<file path="src/rtl/instr_fetch_unit.sv">
`default_nettype none
// ============================================================================
//  Module   : instr_fetch_unit
//  Purpose  : Closes the program-counter loop. Issues one word fetch at a
//             time to instruction memory (req/ack), queues the returned
//             instructions tagged with their PC for decode, and drives the
//             PC register's next value every cycle (hold / +4 / redirect).
//  Ports    : clk, rst            - clock, async active-high reset
//             pc_in / pc_next     - PC register data_out / data_in
//             imem_req/addr/ack/rdata - instruction memory handshake
//             redirect/_addr      - taken branch/jump, flushes the queue
//             instr_valid/out/pc/ready - decode-side queue head handshake
//  Revision : 1.0 - initial release
// ============================================================================
module instr_fetch_unit #(
    parameter int          DEPTH    = 4,
    parameter logic [31:0] RESET_PC = 32'h0000_0000
) (
    input  logic        clk,
    input  logic        rst,
    input  logic [31:0] pc_in,
    output logic [31:0] pc_next,
    output logic        imem_req,
    output logic [31:0] imem_addr,
    input  logic        imem_ack,
    input  logic [31:0] imem_rdata,
    input  logic        redirect,
    input  logic [31:0] redirect_addr,
    output logic        instr_valid,
    output logic [31:0] instr_out,
    output logic [31:0] instr_pc,
    input  logic        instr_ready
);

    // Count needs one extra bit so that "full" (== DEPTH) is representable.
    localparam int              CW      = $clog2(DEPTH) + 1;
    localparam logic [CW-1:0]   C_DEPTH = CW'(DEPTH);
    localparam logic [CW-1:0]   C_ONE   = CW'(1);

    typedef enum logic [1:0] {
        S_IDLE = 2'd0,
        S_WAIT = 2'd1,
        S_DROP = 2'd2
    } state_t;

    state_t          r_state;
    logic [CW-1:0]   r_count;
    logic [31:0]     r_q_instr [DEPTH];
    logic [31:0]     r_q_pc    [DEPTH];

    logic            w_ack_wait;
    logic            w_push;
    logic            w_pop;
    logic [CW-1:0]   w_widx;

    // Entry 0 is always the head, so the decode outputs are plain registers.
    assign instr_valid = (r_count != '0);
    assign instr_out   = r_q_instr[0];
    assign instr_pc    = r_q_pc[0];

    // Only an ack in WAIT belongs to a live fetch; an ack in DROP is stale.
    assign w_ack_wait = (r_state == S_WAIT) && imem_ack;
    assign w_push     = w_ack_wait && !redirect;
    assign w_pop      = instr_valid && instr_ready;

    // The queue shifts toward the head on a pop, so a simultaneous push
    // lands one slot lower than the current tail.
    assign w_widx = w_pop ? (r_count - C_ONE) : r_count;

    always_comb begin
        pc_next = pc_in;
        if (rst) begin
            pc_next = RESET_PC;
        end else if (redirect) begin
            pc_next = redirect_addr;
        end else if (w_ack_wait) begin
            pc_next = pc_in + 32'd4;
        end
    end

    // Fetch sequencer: at most one outstanding request. A redirect while a
    // request is in flight cannot cancel it, so DROP waits for the ack and
    // throws the data away.
    always_ff @(posedge clk or posedge rst) begin
        if (rst) begin
            r_state   <= S_IDLE;
            imem_req  <= 1'b0;
            imem_addr <= '0;
        end else begin
            case (r_state)
                S_IDLE: begin
                    if (!redirect && (r_count < C_DEPTH)) begin
                        r_state   <= S_WAIT;
                        imem_req  <= 1'b1;
                        imem_addr <= {pc_in[31:2], 2'b00};
                    end
                end
                S_WAIT: begin
                    if (imem_ack) begin
                        r_state  <= S_IDLE;
                        imem_req <= 1'b0;
                    end else if (redirect) begin
                        r_state <= S_DROP;
                    end
                end
                S_DROP: begin
                    if (imem_ack) begin
                        r_state  <= S_IDLE;
                        imem_req <= 1'b0;
                    end
                end
                default: begin
                    r_state  <= S_IDLE;
                    imem_req <= 1'b0;
                end
            endcase
        end
    end

    // Instruction queue (shift-register FIFO). Redirect overrides both push
    // and pop by clearing the count; stale entry contents are harmless since
    // instr_valid is derived from the count.
    always_ff @(posedge clk or posedge rst) begin
        if (rst) begin
            r_count <= '0;
            for (int i = 0; i < DEPTH; i++) begin
                r_q_instr[i] <= '0;
                r_q_pc[i]    <= '0;
            end
        end else begin
            if (redirect) begin
                r_count <= '0;
            end else if (w_push && !w_pop) begin
                r_count <= r_count + C_ONE;
            end else if (!w_push && w_pop) begin
                r_count <= r_count - C_ONE;
            end

            for (int i = 0; i < DEPTH - 1; i++) begin
                if (w_push && (w_widx == CW'(i))) begin
                    r_q_instr[i] <= imem_rdata;
                    r_q_pc[i]    <= pc_in;
                end else if (w_pop) begin
                    r_q_instr[i] <= r_q_instr[i+1];
                    r_q_pc[i]    <= r_q_pc[i+1];
                end
            end
            if (w_push && (w_widx == CW'(DEPTH - 1))) begin
                r_q_instr[DEPTH-1] <= imem_rdata;
                r_q_pc[DEPTH-1]    <= pc_in;
            end
        end
    end

endmodule
`default_nettype wire

</file>
<file path="config.mk">
export PLATFORM = sky130hd
export DESIGN_NAME = instr_fetch_unit
export DESIGN_NICKNAME = d
export VERILOG_FILES = /design/src/rtl/instr_fetch_unit.sv
export SDC_FILE = /design/constraint.sdc
export NUM_CORES = 1
export LEC_CHECK = 0
export BUFFER_PORTS_ARGS = -buffer_cell sky130_fd_sc_hd__buf_4
export CAP_MARGIN = 20
export CORE_UTILIZATION = 25
export DETAILED_ROUTE_END_ITERATION = 7
export GPL_ROUTABILITY_DRIVEN = 1
export PLACE_DENSITY = 0.53
export SLEW_MARGIN = 5
export SYNTH_ARGS = -nofsm -noshare
export SYNTH_HDL_FRONTEND = slang
export SYNTH_SLANG_ARGS = --single-unit
</file>
<file path="constraint.sdc">
create_clock -name clk -period 18.39 [get_ports clk]
set_clock_uncertainty 0.05 [all_clocks]
set_input_delay 3.678 -clock clk [delete_from_list [all_inputs] [get_ports clk]]
set_output_delay 3.678 -clock clk [all_outputs]
set_load 0.02 [all_outputs]
</file>
==> results.md <==
- Status: finished clean
- Worst-skew pair later-pin latency: 0.54 ns
- First-pass GRT wire length: 57500 µm
- Fmax: 103 MHz
- Total negative setup slack: 0 ns
- Via count: 9482
- Yosys warns: 0
- Initial antenna violation count: 0
- Residual DRC: 0
- Multi-input gate area: 6560 µm²
- Initial Utilization: 25.5%
- Switching power share of the total: 32.6%
- Number of global-route vias before repair: 9930
- Drt total wl: 36700 µm
- Slew Limit Headroom: 32.7%
- Final hold vios: 0
- Post-Syn Area per Cell: 12.2 µm²
- Critical Path End Type: output port
- Die Wd: 245 µm
- Clock Sink Count: 292
- Cell row count: 88
- Post-cts sizing count: 0
- Final nets: 1449
- Synth top area share: 49.3%
- CTS Root Cell: clkbuf_16
- Port-buffer cells: 228
- Post-Syn Instances: 1217
- CTS tree: built
- Min-delay src: r_q_pc[9]$_DFFE_PP0P_
- # IOs: 231
- Yosys top cell by area: dfrtp_1
- H-tree depth: 2
- Share of layout cells above drive strength 1: 43.5%
- Peak supply drop: 80.8 µV
- Grt ovf: 0
- Clock power share: 27.3%
- Area of the mapped netlist: 14800 µm²
- Cts-stage hold buffer count: 0
- Most common cell in the netlist: dfrtp_1
- Pre-Repair DR Iteration Count: 4
- Hold slack: 0.453 ns
- Sequential share of the synthesized area: 49.3%
- Yosys cell types: 45
- Minimum clock period: 9.73 ns
- Ys async rst share: 100%
- Starting DRT DRC Count: 338
- CP Class: in -> out
- Flop-to-flop setup slack: 15.02 ns
- Comb pwr share: 37.2%
- Core area: 58100 µm²
- Net load switching power: 0.897 mW
- Reg-to-Reg Start: r_count[0]$_DFFE_PP0P_
- Ys flop type: dfrtp_1
- Post-CTS setup buffer count: 0
- Final setup fails: 0
- Wire length per cell after detailed routing: 17.2 µm
- N_diodes: 0
- Crit Path Max Fanout: 12
- Area Growth Syn to Fin: 21.7%
- R2R cell count: 8
- Hold crit path type: reg -> reg
- Die area: 60200 µm²
- Fin crit share: 52.9%
- Storage element area: 7310 µm²
- Pin count of the biggest net entering global routing: 105
- CP Launch Type: input port
- Worst endpoint required time: 14.66 ns
- Fin. max-slew vios: 0
- Die Ht: 245 µm
- CTS Buffer Depth: 3
- Reg2reg end: instr_pc[18]$_DFFE_PP0P_
- GPL Wtd Cong: 0.733
- Final antenna-violating net count: 0
- Max-cap violations: 0
- Pwr Density: 153 nW/µm²
- Pleak: 8.84 nW
- Reg power frac: 35.5%
- Final HPWL DP: 23700 µm
- Hold depth: 1
- Total GRT Usage: 12.3%
- Endpoint, Worst Hold: r_q_pc[9]$_DFFE_PP0P_
- Layout fillers: 5899
- RSZ-0062 raised after global routing: no
- Reg clk slew, reported paths: 0.06 ns
- Number of synthesized flops with an enable pin: 0
- Number of CTS-inserted buffers: 37
- Yosys reg bits: 292
- Int Pwr: 1.86 mW
- Commonest cells post-synth: dfrtp_1, mux2_2, nand2_1
- Vias/cell: 4.45
- Top area cells in the synthesized netlist: dfrtp_1, mux2_2, mux2i_1
- WP data arrival: 6.01 ns
- Worst slew pin tran: 1.01 ns
[through the flow]
step                utilization (%)  cell area, µm²  setup WS (ns)  power [mW]  instances
finish                         31.0           18000           8.66        2.75       2133
detailed placement             28.7           16700           8.49        2.03       2065
global route                   31.0           18000           8.45        2.93       2133
CTS                            30.9           18000           8.49        2.80       2131
global placement               28.7           16700           8.47        2.00       2064
floorplan                         -           14800           3.48        1.77       1218
[sequential cells by signal, summed over array words and instances, names as in the netlist]
register,cells
instr_pc,32
r_q_pc,96
r_state,2
r_count,3
instr_out,32
imem_req,1
imem_addr,30
r_q_instr,96
[worst max path at each step]
stage / startpoint / end
6_report: pc_in[6] / pc_next[21]
4_1_cts: pc_in[6] / pc_next[30]
3_3_place_gp: pc_in[6] / pc_next[30]
5_1_grt: pc_in[6] / pc_next[30]
2_1_floorplan: rst / pc_next[14]
3_5_place_dp: pc_in[6] / pc_next[30]
[worst max-delay path: stages]
cell      delay [ns]
buf_4           0.14
nand4_1         0.48
nor3_1          0.70
nor4b_1         0.45
xnor2_1         0.11
a211oi_1        0.25
buf_4           0.18
[layout make-up]
type / instances / area share, %
clock buffers: 52 / 5.84
clock inverters: 14 / 1.19
inverters: 14 / 0.333
multi-input cells: 753 / 36.4
flip-flops and latches: 292 / 40.5
well taps: 765 / 5.31
repair buffers: 243 / 10.4
[kinds of logic after synthesis]
| group | Yosys count | synth area share [%] |
|---|---|---|
| muxes | 419 | 31.1 |
| buffers and inverters | 173 | 6.78 |
| xor gates and xnor gates | 31 | 1.83 |
| AOI/OAI and AO/OA | 117 | 4.62 |
| DFF | 292 | 49.3 |
| other | 1 | 0.0253 |
| and+or+nand+nor | 177 | 5.70 |
| adders and majority gates | 7 | 0.591 |
[per-layer routing]
layer	up-vias	GRT usage [%]	wire length [µm]
li1	4454	-	-
met1	4741	15.6	16400
met2	229	20.1	17100
met3	58	3.50	2190
met4	0	3.93	913
met5	-	0	0
[cells in the final DEF (no fill, tap or decap), types with 5 or more instances in the layout]
cell,n
a211oi_1,13
clkbuf_8,7
o21a_1,5
nand4_1,7
nor2_1,33
bufinv_16,5
buf_4,240
a21oi_1,16
clkbuf_16,37
nor3_1,11
mux2_1,55
o21ai_0,71
nand3_1,10
xor2_1,6
mux2_2,279
inv_1,12
ha_1,7
dfrtp_1,292
xnor2_1,25
clkbuf_1,8
mux2i_1,85
nand2_1,87
[power by group through the flow]
| stage | sequential [mW] | clock [mW] | combinational [mW] |
|---|---|---|---|
| after floorplan | 0.999 | 0 | 0.769 |
| after global placement | 0.981 | 0 | 1.01 |
| after detailed placement | 0.991 | 0 | 1.04 |
| after CTS | 0.981 | 0.784 | 1.04 |
| after global routing | 1.01 | 0.810 | 1.11 |
| final | 0.977 | 0.752 | 1.02 |
(Power assumes the default switching activity.)
